## src/rtl/universal_shifter.sv

```systemverilog
// Universal shift register: parallel load plus a multi-step engine shifting one bit per clock.
// Build option UNIVERSAL_SHIFTER_ROTATE_EN adds rotate fill for op=11; otherwise op=11 acts as logical.
module universal_shifter #(
  parameter int WIDTH = 8,
  parameter int AMT_W = 4
) (
  input  logic             clk,
  input  logic             reset,
  input  logic             load_en,
  input  logic [WIDTH-1:0] load_val,
  input  logic             start,
  input  logic [1:0]       op,
  input  logic             dir,
  input  logic [AMT_W-1:0] amount,
  input  logic             ser_in,
  output logic [WIDTH-1:0] q,
  output logic             ser_out,
  output logic             busy,
  output logic             done
);

  typedef enum logic {
    IDLE  = 1'b0,
    SHIFT = 1'b1
  } state_t;

  localparam logic [1:0] OP_ARITH  = 2'b01;
  localparam logic [1:0] OP_SERIAL = 2'b10;
`ifdef UNIVERSAL_SHIFTER_ROTATE_EN
  localparam logic [1:0] OP_ROTATE = 2'b11;
`endif

  state_t           state_q, state_d;
  logic [WIDTH-1:0] data_q, data_d;
  logic [AMT_W-1:0] cnt_q, cnt_d;
  logic [1:0]       op_q, op_d;
  logic             dir_q, dir_d;
  logic             ser_q, ser_d;
  logic             done_q, done_d;

  // Bit entering the vacated end for one single-bit shift.
  function automatic logic fill_bit(input logic [WIDTH-1:0] cur, input logic [1:0] mode,
                                    input logic left, input logic sin);
    logic f;
    f = 1'b0;
    case (mode)
      OP_ARITH:  f = left ? 1'b0 : cur[WIDTH-1];
      OP_SERIAL: f = sin;
`ifdef UNIVERSAL_SHIFTER_ROTATE_EN
      OP_ROTATE: f = left ? cur[WIDTH-1] : cur[0];
`endif
      default:   f = 1'b0;
    endcase
    return f;
  endfunction

  function automatic logic [WIDTH-1:0] shift_once(input logic [WIDTH-1:0] cur,
                                                  input logic left, input logic f);
    logic [WIDTH-1:0] r;
    if (left) r = {cur[WIDTH-2:0], f};
    else      r = {f, cur[WIDTH-1:1]};
    return r;
  endfunction

  always_comb begin
    state_d = state_q;
    data_d  = data_q;
    cnt_d   = cnt_q;
    op_d    = op_q;
    dir_d   = dir_q;
    ser_d   = ser_q;
    done_d  = 1'b0;
    case (state_q)
      IDLE: begin
        if (load_en) begin
          data_d = load_val;
        end else if (start) begin
          if (amount == '0) begin
            done_d = 1'b1;
          end else begin
            op_d    = op;
            dir_d   = dir;
            cnt_d   = amount;
            state_d = SHIFT;
          end
        end
      end
      SHIFT: begin
        data_d = shift_once(data_q, dir_q, fill_bit(data_q, op_q, dir_q, ser_in));
        ser_d  = dir_q ? data_q[WIDTH-1] : data_q[0];
        cnt_d  = cnt_q - AMT_W'(1);
        // Last shift: return to IDLE so a new command is accepted while done is high.
        if (cnt_q == AMT_W'(1)) begin
          state_d = IDLE;
          done_d  = 1'b1;
        end
      end
      default: state_d = IDLE;
    endcase
  end

  always_ff @(posedge clk or posedge reset) begin
    if (reset) begin
      state_q <= IDLE;
      data_q  <= '0;
      cnt_q   <= '0;
      op_q    <= '0;
      dir_q   <= 1'b0;
      ser_q   <= 1'b0;
      done_q  <= 1'b0;
    end else begin
      state_q <= state_d;
      data_q  <= data_d;
      cnt_q   <= cnt_d;
      op_q    <= op_d;
      dir_q   <= dir_d;
      ser_q   <= ser_d;
      done_q  <= done_d;
    end
  end

  assign q       = data_q;
  assign ser_out = ser_q;
  assign busy    = (state_q == SHIFT);
  assign done    = done_q;

endmodule
```

## config.mk

```make
export PLATFORM = sky130hd
export DESIGN_NAME = universal_shifter
export DESIGN_NICKNAME = d
export VERILOG_FILES = /design/src/rtl/universal_shifter.sv
export SDC_FILE = /design/constraint.sdc
export NUM_CORES = 1
export LEC_CHECK = 0
export ABC_AREA = 1
export CAP_MARGIN = 20
export CORE_ASPECT_RATIO = 1.25
export CORE_UTILIZATION = 41
export CTS_CLUSTER_SIZE = 10
export DETAILED_ROUTE_END_ITERATION = 16
export GPL_TIMING_DRIVEN = 0
export MAX_ROUTING_LAYER = met4
export PLACE_DENSITY = 0.76
export RECOVER_POWER = 100
export SLEW_MARGIN = 20
export SYNTH_ARGS = -nofsm -noshare
export SYNTH_HDL_FRONTEND = slang
export SYNTH_SLANG_ARGS = --single-unit
```

## constraint.sdc

```tcl
create_clock -name clk -period 1.3 [get_ports clk]
set_clock_uncertainty 0.2 [all_clocks]
set_input_delay 0.325 -clock clk [delete_from_list [all_inputs] [get_ports clk]]
set_output_delay 0.325 -clock clk [all_outputs]
set_load 0.02 [all_outputs]
```

* Yosys cells after proc, flatten, opt, wreduce, memory -nomap -nowiden
Index checks and enable logic that the tools add are counted.
** Operators by class
- Bitwise operators :: 3
- Add/subtract/negate cells :: 1
- Reductions and logical operators :: 3
- Equal/unequal tests :: 7
- Multiplexer cells :: 20
** Operator list (number)
- $mux W8 :: 2
- $pmux W8 S2 :: 1
- $mux W4 :: 3
- $mux W1 :: 10
- $ne A2 B2 Y1 const B :: 4
- $pmux W4 S2 :: 1
- $pmux W1 S2 :: 3
- $eq A4 B1 Y1 const B :: 1
- $logic_not A4 Y1 :: 1
- $reduce_and A4 Y1 :: 1
- $sub A4 B1 Y4 const B :: 1
- $not A1 Y1 :: 3
- $reduce_and A3 Y1 :: 1
- $eq A2 B1 Y1 const B :: 1
- $eq A2 B2 Y1 const B :: 1
** Word-level totals
- Input port bits :: 20
- Register bits after elaboration :: 18
- Word-level logic and storage cells :: 41

* Depth between registers and ports, before layout
Gate-level depths: netlist of run 1.
- Depth after elaboration :: 5
- Depth in mapped cells :: 8
- Depth with buffers taken out :: 8

* Least setup slack after synthesis of run 1
Ideal clock, no wire load.
- Path kind :: reg-to-reg
- Start point :: register state_q (netlist: busy)
- End point :: register dir_q
- Cell stages (with the launch flop) :: 7
- Setup slack :: -0.091 ns
- Data arrival time :: 1.065 ns
- Path through :: dfrtp_1 -> nor2_2 -> nand2_2 -> inv_2 -> nand2_4 -> nor2_1 -> a21oi_1
** Between the ends
- Word-level cells in the longest chain between the ends :: 2
** RTL lines
- start: declaration :: line 33 : state_t state_q, state_d;
- start signal: assignment :: line 112 : state_q <= state_d;
- $not A1 Y1 (no line)
- $reduce_and A4 Y1 (no line)
- end signal: assignment :: line 116 : dir_q <= dir_d;
- end: declaration :: line 37 : logic dir_q, dir_d;
Every way passes these cells.
A chain may end at the register's enable or synchronous reset.

* Worst setup path after layout of run 1
- Start point :: register state_q (netlist: busy)
- End point :: register cnt_q[2]
** Between the ends
- Word-level cells in the longest chain between the ends :: 3
** RTL lines
- $not A1 Y1 (no line)
- $ne A2 B2 Y1 (no line)
- $reduce_and A3 Y1 (no line)
- end signal: assignment :: line 114 : cnt_q <= cnt_d;
- end: declaration :: line 35 : logic [AMT_W-1:0] cnt_q, cnt_d;
Several ways; a longest one is shown, not always the timed one.

==> impl_metrics.yaml, run 1 <==
worst_setup_path:
  rr_endpoint: "cnt_q[2]"
  crit_buf_inv: 2
  rr_worst_depth: 8
  cpMaxStageDelayCell: "dfrtp_2"
  crit_chain: "buf_6, nor2_4, nand2_2, inv_2, nand2_4, nor2_4, a21oi_2, nand2_1"
  slowest_delay_ns: 0.45
  r2r_start: "busy"
  cp-end-kind: "register"
  cp.required_ns: 1.35
  cp_common_cell: "nor2_4"
  cp.depth: 8
  cp-start-kind: "register"
  regToRegSetupSlack_ns: -0.14
  critPathArrivalTime_ns: 1.49
  crit_family: "flip-flops"
  crit_type: "reg -> reg"
  critPathMaxFanout: 8
global_routing:
  grt_pass1_vias: 1072
  antenna_found_initial: 0
  grt_pass1_wl_um: 4650
  grt_max_degree: 19
  grt.total_usage_pct: 25.07
  grt-ovfl-total: 0
sta:
  final_max_slew_viol_count: 0
  finalHoldViolCount: 0
  relSlewSlack_pct: 53.22
  setup_ws_ns: -0.1426
  rsz0062_at_grt: "true"
  worst_pin_slew_ns: 0.7010
  fmax_mhz: 693.2
  period_needed_ns: 1.443
  min_period_over_period_pct: 111.0
  setup-violations-final: 26
power:
  power.switching_fraction_pct: 43.14
  p_per_area_nw_per_um2: 2429
  p_comb_share_pct: 63.2
  power_leakage_nw: 0.7534
  p_clk_share_pct: 9.3
  power_switching_w: 0.001671
  seq_power_share_pct: 27.4
  irDropWorstVdd_mv: 1.641
  internal_power_w: 0.002202
logic_synthesis:
  syn-num-nets: 149
  synth.cell_area_um2: 993.5
  yosys_warnings: 0
  synth.yosys.seq_area_share_pct: 45.34
  ys_ff_latch: 18
  synth.distinct_cells: 22
  synthCells: 125
  syn_avg_cell_area_um2: 7.948
job:
  maxCapViolCount: 0
placed_design:
  detailedPlace.worstSlack_ns: -0.4469
  place.detailed.hpwl_um: 1734
  port_buffers: 30
  gp_congestion: 0.8363
floorplanning:
  core_um2: 2235
  ios: 31
  row_count: 19
  die_x_um: 46.03
  dieHeight_um: 57.04
  start_util_pct: 44.46
  dieArea_um2: 2625
outcome:
  status: "complete, but fails checks"
  failed_checks: "setup timing"
route:
  dr.pass1.iters: 4
  vias: 1072
  viasPerCell: 5.179
  postRouteAntennaNets: 0
  first_iter_violations: 18
  drcViolationCount: 0
  wire_per_inst_um: 13.93
  drt-total-wl_um: 2883
clocking:
  clk_latency_ns: 0.31
  cts_tree: "built"
  cts_buffer_depth: 2
  cts.sinks: 18
  h-tree-depth: 1
  cts_buffers: 3
  root_buffer: "clkbuf_4"
  clk_pin_slew_worst_paths_ns: 0.11
finish:
  drive_gt1_share_pct: 34.09
  fin_util_pct: 71.33
  multi_input_area_um2: 526.8
  fill_cells: 195
  num-nets-final: 201
  num_antenna_cells: 0
  regArea_um2: 451.7
  area.growth.synth_to_final_pct: 60.45
hold_path:
  hold_path_class: "in -> async"
-- cell usage after synthesis --
cell type	number	area, µm²
a21oi_1	11	55.05
a22oi_1	1	7.510
buf_2	1	5.000
buf_6	1	11.26
clkinv_1	1	3.750
dfrtp_1	18	450.4
ha_1	4	50.05
inv_1	15	56.30
inv_2	2	7.510
nand2_1	27	101.4
nand2_2	1	6.260
nand2_4	1	11.26
nand3_1	8	40.04
nor2_1	9	33.78
nor2_2	2	12.51
nor3b_1	1	7.510
o211ai_1	4	30.03
o21ai_0	13	65.06
o21bai_1	2	15.01
o22ai_1	1	6.260
xnor2_1	1	8.760
xor2_1	1	8.760
-- stage by stage --
step	TNS, ns	total power [W]	hold slack, ns	std cells	instance area (µm²)
2_1_floorplan	0	0.002150	0.06350	125	999.7
3_5_place_dp	-10.89	0.002772	0.2969	186	1339
4_1_cts	-1.273	0.003617	0.2385	205	1548
3_3_place_gp	-10.50	0.002729	0.2751	186	1339
6_report	-1.527	0.003872	0.3488	207	1594
5_1_grt	-3.571	0.004162	0.3750	207	1594
-- registers in the layout, summed over array words and instances (netlist names) --
name and flops:
q 8, cnt_q 4, op_q 2, busy 1, dir_q 1, done 1
ser_out 1
-- worst max path at each step --
stage,from,slack (ns),endpoint
6_report,busy,-0.14,cnt_q[2]
5_1_grt,busy,-0.20,cnt_q[2]
4_1_cts,busy,-0.11,busy
3_5_place_dp,load_en,-0.45,op_q[1]
3_3_place_gp,load_en,-0.44,cnt_q[2]
2_1_floorplan,busy,0.02,dir_q
-- cell usage in the layout (no fill, tap or decap), types with 3 or more instances in the layout --
cell	instances
buf_6	14
buf_4	16
nand3_2	3
clkbuf_4	3
o211ai_1	4
clkdlybuf4s50_1	17
nand2_2	4
inv_1	10
nand3_1	5
o21ai_0	12
nand2_1	24
dfrtp_1	17
a21oi_1	9
inv_2	6
nor2_1	8
-- power groups by stage --
| stage | logic, W | registers [W] | clock network, W |
|---|---|---|---|
| floorplan | 0.000912 | 0.00124 | 0 |
| global placement | 0.00165 | 0.00108 | 0 |
| detailed placement | 0.00169 | 0.00108 | 0 |
| CTS | 0.00221 | 0.00105 | 0.000362 |
| global route | 0.00268 | 0.00109 | 0.000388 |
| finish | 0.00245 | 0.00106 | 0.000361 |
-- routing by layer --
layer	up-vias	track usage [%]	routed length, µm
met5	-	-	0
met4	0	15.13	80
met3	9	3.481	110
met1	511	28.04	1118
li1	511	-	-
met2	41	40.64	1574
-- repair_timing --
| item | 4_1_cts | 5_1_grt |
|---|---|---|
| gates resized for setup | 83 | 12 |
| pin swaps | 4 | 8 |
| buffers inserted | 14 | 2 |
| gates cloned | 1 | 0 |
| hold buffers | 0 | 0 |
| endpoints found under the setup margin | 28 | 29 |
-- cell type report --
cell class | count | share of cell area [%]
clock buffers | 4 | 2.276
plain buffers | 2 | 1.177
flip-flops and latches | 18 | 28.34
well taps | 31 | 2.433
repair buffers | 47 | 28.10
inverters | 18 | 4.631
multi-input cells | 87 | 33.05
-- kinds of logic after synthesis --
logic type                 Yosys count  share of synthesized area [%]
AOI/OAI and AO/OA                   32                          18.01
buffers and inverters               20                          8.437
and+or+nand+nor                     49                          21.41
adders and majority gates            4                          5.038
DFF                                 18                          45.34
xor gates and xnor gates             2                          1.764
No activity file was read; power rests on OpenSTA's default activity.
==> inputs of run 2 (changes only) <==
--- a/config.mk
+++ b/config.mk
@@ -6,14 +6,16 @@
 export NUM_CORES = 1
 export LEC_CHECK = 0
 export ABC_AREA = 1
+export ABC_CLOCK_PERIOD_IN_PS = 1300
 export CAP_MARGIN = 20
 export CORE_ASPECT_RATIO = 1.25
-export CORE_UTILIZATION = 41
+export CORE_UTILIZATION = 54
 export CTS_CLUSTER_SIZE = 10
 export DETAILED_ROUTE_END_ITERATION = 16
+export DONT_BUFFER_PORTS = 1
 export GPL_TIMING_DRIVEN = 0
 export MAX_ROUTING_LAYER = met4
-export PLACE_DENSITY = 0.76
+export PLACE_DENSITY = 0.73
 export RECOVER_POWER = 100
 export SLEW_MARGIN = 20
 export SYNTH_ARGS = -nofsm -noshare
==> run 2 against run 1 <==
Effect of this change: the run ends with hold timing, setup timing left; first-iteration DRC count shrank 78%; sequential share of layout area grew 7.8 points; critical path depth fell by 1; critical path type unchanged; critical endpoint unchanged; highest routed layer unchanged.
==> impl_metrics.yaml, run 2 (same netlist as run 1, synthesis figures left out) <==
sta:
  worst_pin_slew_ns: 0.6485
  min_period_over_period_pct: 110.0
  setup-violations-final: 18
  fmax_mhz: 699.1
  hold_slack_ns: -0.2048
  finalHoldViolCount: 18
  rsz0062_at_grt: "true"
  setup_ws_ns: -0.1304
  final_max_slew_viol_count: 0
  relSlewSlack_pct: 56.72
  period_needed_ns: 1.430
route:
  postRouteAntennaNets: 0
  drcViolationCount: 0
  drt-total-wl_um: 2116
  vias: 894
  first_iter_violations: 4
  dr.pass1.iters: 4
  wire_per_inst_um: 12.98
  viasPerCell: 5.485
job:
  maxCapViolCount: 0
placed_design:
  dp_cells: 143
  gp_congestion: 0.7682
  place.detailed.hpwl_um: 1472
  port_buffers: 0
  detailedPlace.worstSlack_ns: -0.1261
  placed_area_um2: 1022
finish:
  final_area_um2: 1261
  largest_register_ffs: 8
  fin_cells: 163
  num_antenna_cells: 0
  regArea_um2: 455.4
  layout_commonest_cell: "nand2_1"
  num-nets-final: 170
  fill_cells: 124
  layout_common_cells: "24 x nand2_1, 14 x dfrtp_1, 13 x inv_1"
  area.growth.synth_to_final_pct: 26.95
  multi_input_area_um2: 505.5
  drive_gt1_share_pct: 22.76
worst_setup_path:
  rr_worst_depth: 7
  rr_endpoint: "cnt_q[2]"
  r2r_start: "busy"
  cp.required_ns: 1.28
  crit_type: "reg -> reg"
  critPathArrivalTime_ns: 1.41
  critPathMaxFanout: 8
  cp-end-kind: "register"
  regToRegSetupSlack_ns: -0.13
  cp-start-kind: "register"
floorplanning:
  dieHeight_um: 49.96
  ios: 31
  core_um2: 1642
  start_util_pct: 60.52
  row_count: 16
  dieArea_um2: 2016
  die_x_um: 40.37
clocking:
  cts_tree: "built"
  h-tree-depth: 1
  clk_pin_slew_worst_paths_ns: 0.11
  clk_latency_ns: 0.29
  cts.sinks: 18
  cts_buffers: 3
  root_buffer: "clkbuf_4"
  cts_buffer_depth: 2
  cts_hold_buf: 10
power:
  totalPowerFinal_w: 0.002948
  power_leakage_nw: 0.6019
  irDropWorstVdd_mv: 1.242
  p_per_area_nw_per_um2: 2337
global_routing:
  grt_pass1_wl_um: 3532
  grt_max_degree: 19
  grt.total_usage_pct: 25.42
  grt_pass1_vias: 894
  grt-ovfl-total: 0
  antenna_found_initial: 0
outcome:
  status: "complete, but fails checks"
  failed_checks: "hold timing, setup timing"
hold_path:
  hold_path_class: "in -> async"
[run 2: layout make-up]
| class | instances | share of cell area [%] |
|---|---|---|
| Multi-Input combinational cell | 87 | 40.08 |
| Inverter | 18 | 6.052 |
| Timing Repair Buffer | 16 | 11.81 |
| Tap cell | 18 | 1.786 |
| Buffer | 2 | 1.290 |
| Sequential cell | 18 | 36.11 |
| Clock buffer | 4 | 2.877 |
[run 2: metal layers]
metal,GRT usage (%),routed length [µm],part of all wire (%),vias to the layer above
met5,-,0,0,-
met4,8.333,14,0.66,0
met3,3.153,69,3.3,2
met2,44.44,1185,56,25
met1,27.86,846,40,418
li1,-,-,-,449
[run 2: repair_timing]
item	4_1_cts	5_1_grt
setup endpoints to repair	23	28
hold endpoints to repair	28	18
resized for setup	3	17
pin swaps	1	5
buffers inserted	2	4
[run 2: critical path, cell delays in order (launching register included)]
cell	delay, ns
dfrtp_2	0.56
nor2_4	0.06
nand2_2	0.11
inv_4	0.05
nand2_4	0.11
nor2_2	0.04
a21oi_1	0.11
nand2_1	0.07
[run 2: how the worst max path moves through the flow]
| stage | start | to | slack [ns] | cells after the start |
|---|---|---|---|---|
| finish | busy | cnt_q[2] | -0.13 | 7 |
| global route | busy | cnt_q[2] | -0.19 | 7 |
| CTS | busy | cnt_q[0] | -0.13 | 4 |
| detailed placement | busy | cnt_q[2] | -0.13 | 7 |
| global placement | busy | cnt_q[2] | -0.11 | 7 |
| floorplan | busy | dir_q | 0.02 | 6 |
[run 2: report_power, final]
| group | internal, W | switching [W] | leakage (nW) |
|---|---|---|---|
| Sequential | 0.000847 | 0.000474 | 0.212 |
| Combinational | 0.000573 | 0.000711 | 0.369 |
| Clock | 0.000170 | 0.000172 | 0.0210 |
| Total | 0.00159 | 0.00136 | 0.602 |
[run 2: per-stage QoR]
step,utilization [%],TNS (ns),hold slack (ns)
after floorplan,-,0,0.06350
after global placement,62.27,-0.8608,0.1391
after detailed placement,62.27,-1.040,0.1560
after CTS,71.95,-1.504,-0.1684
after global routing,76.83,-2.312,-0.1254
final,76.83,-1.047,-0.2048
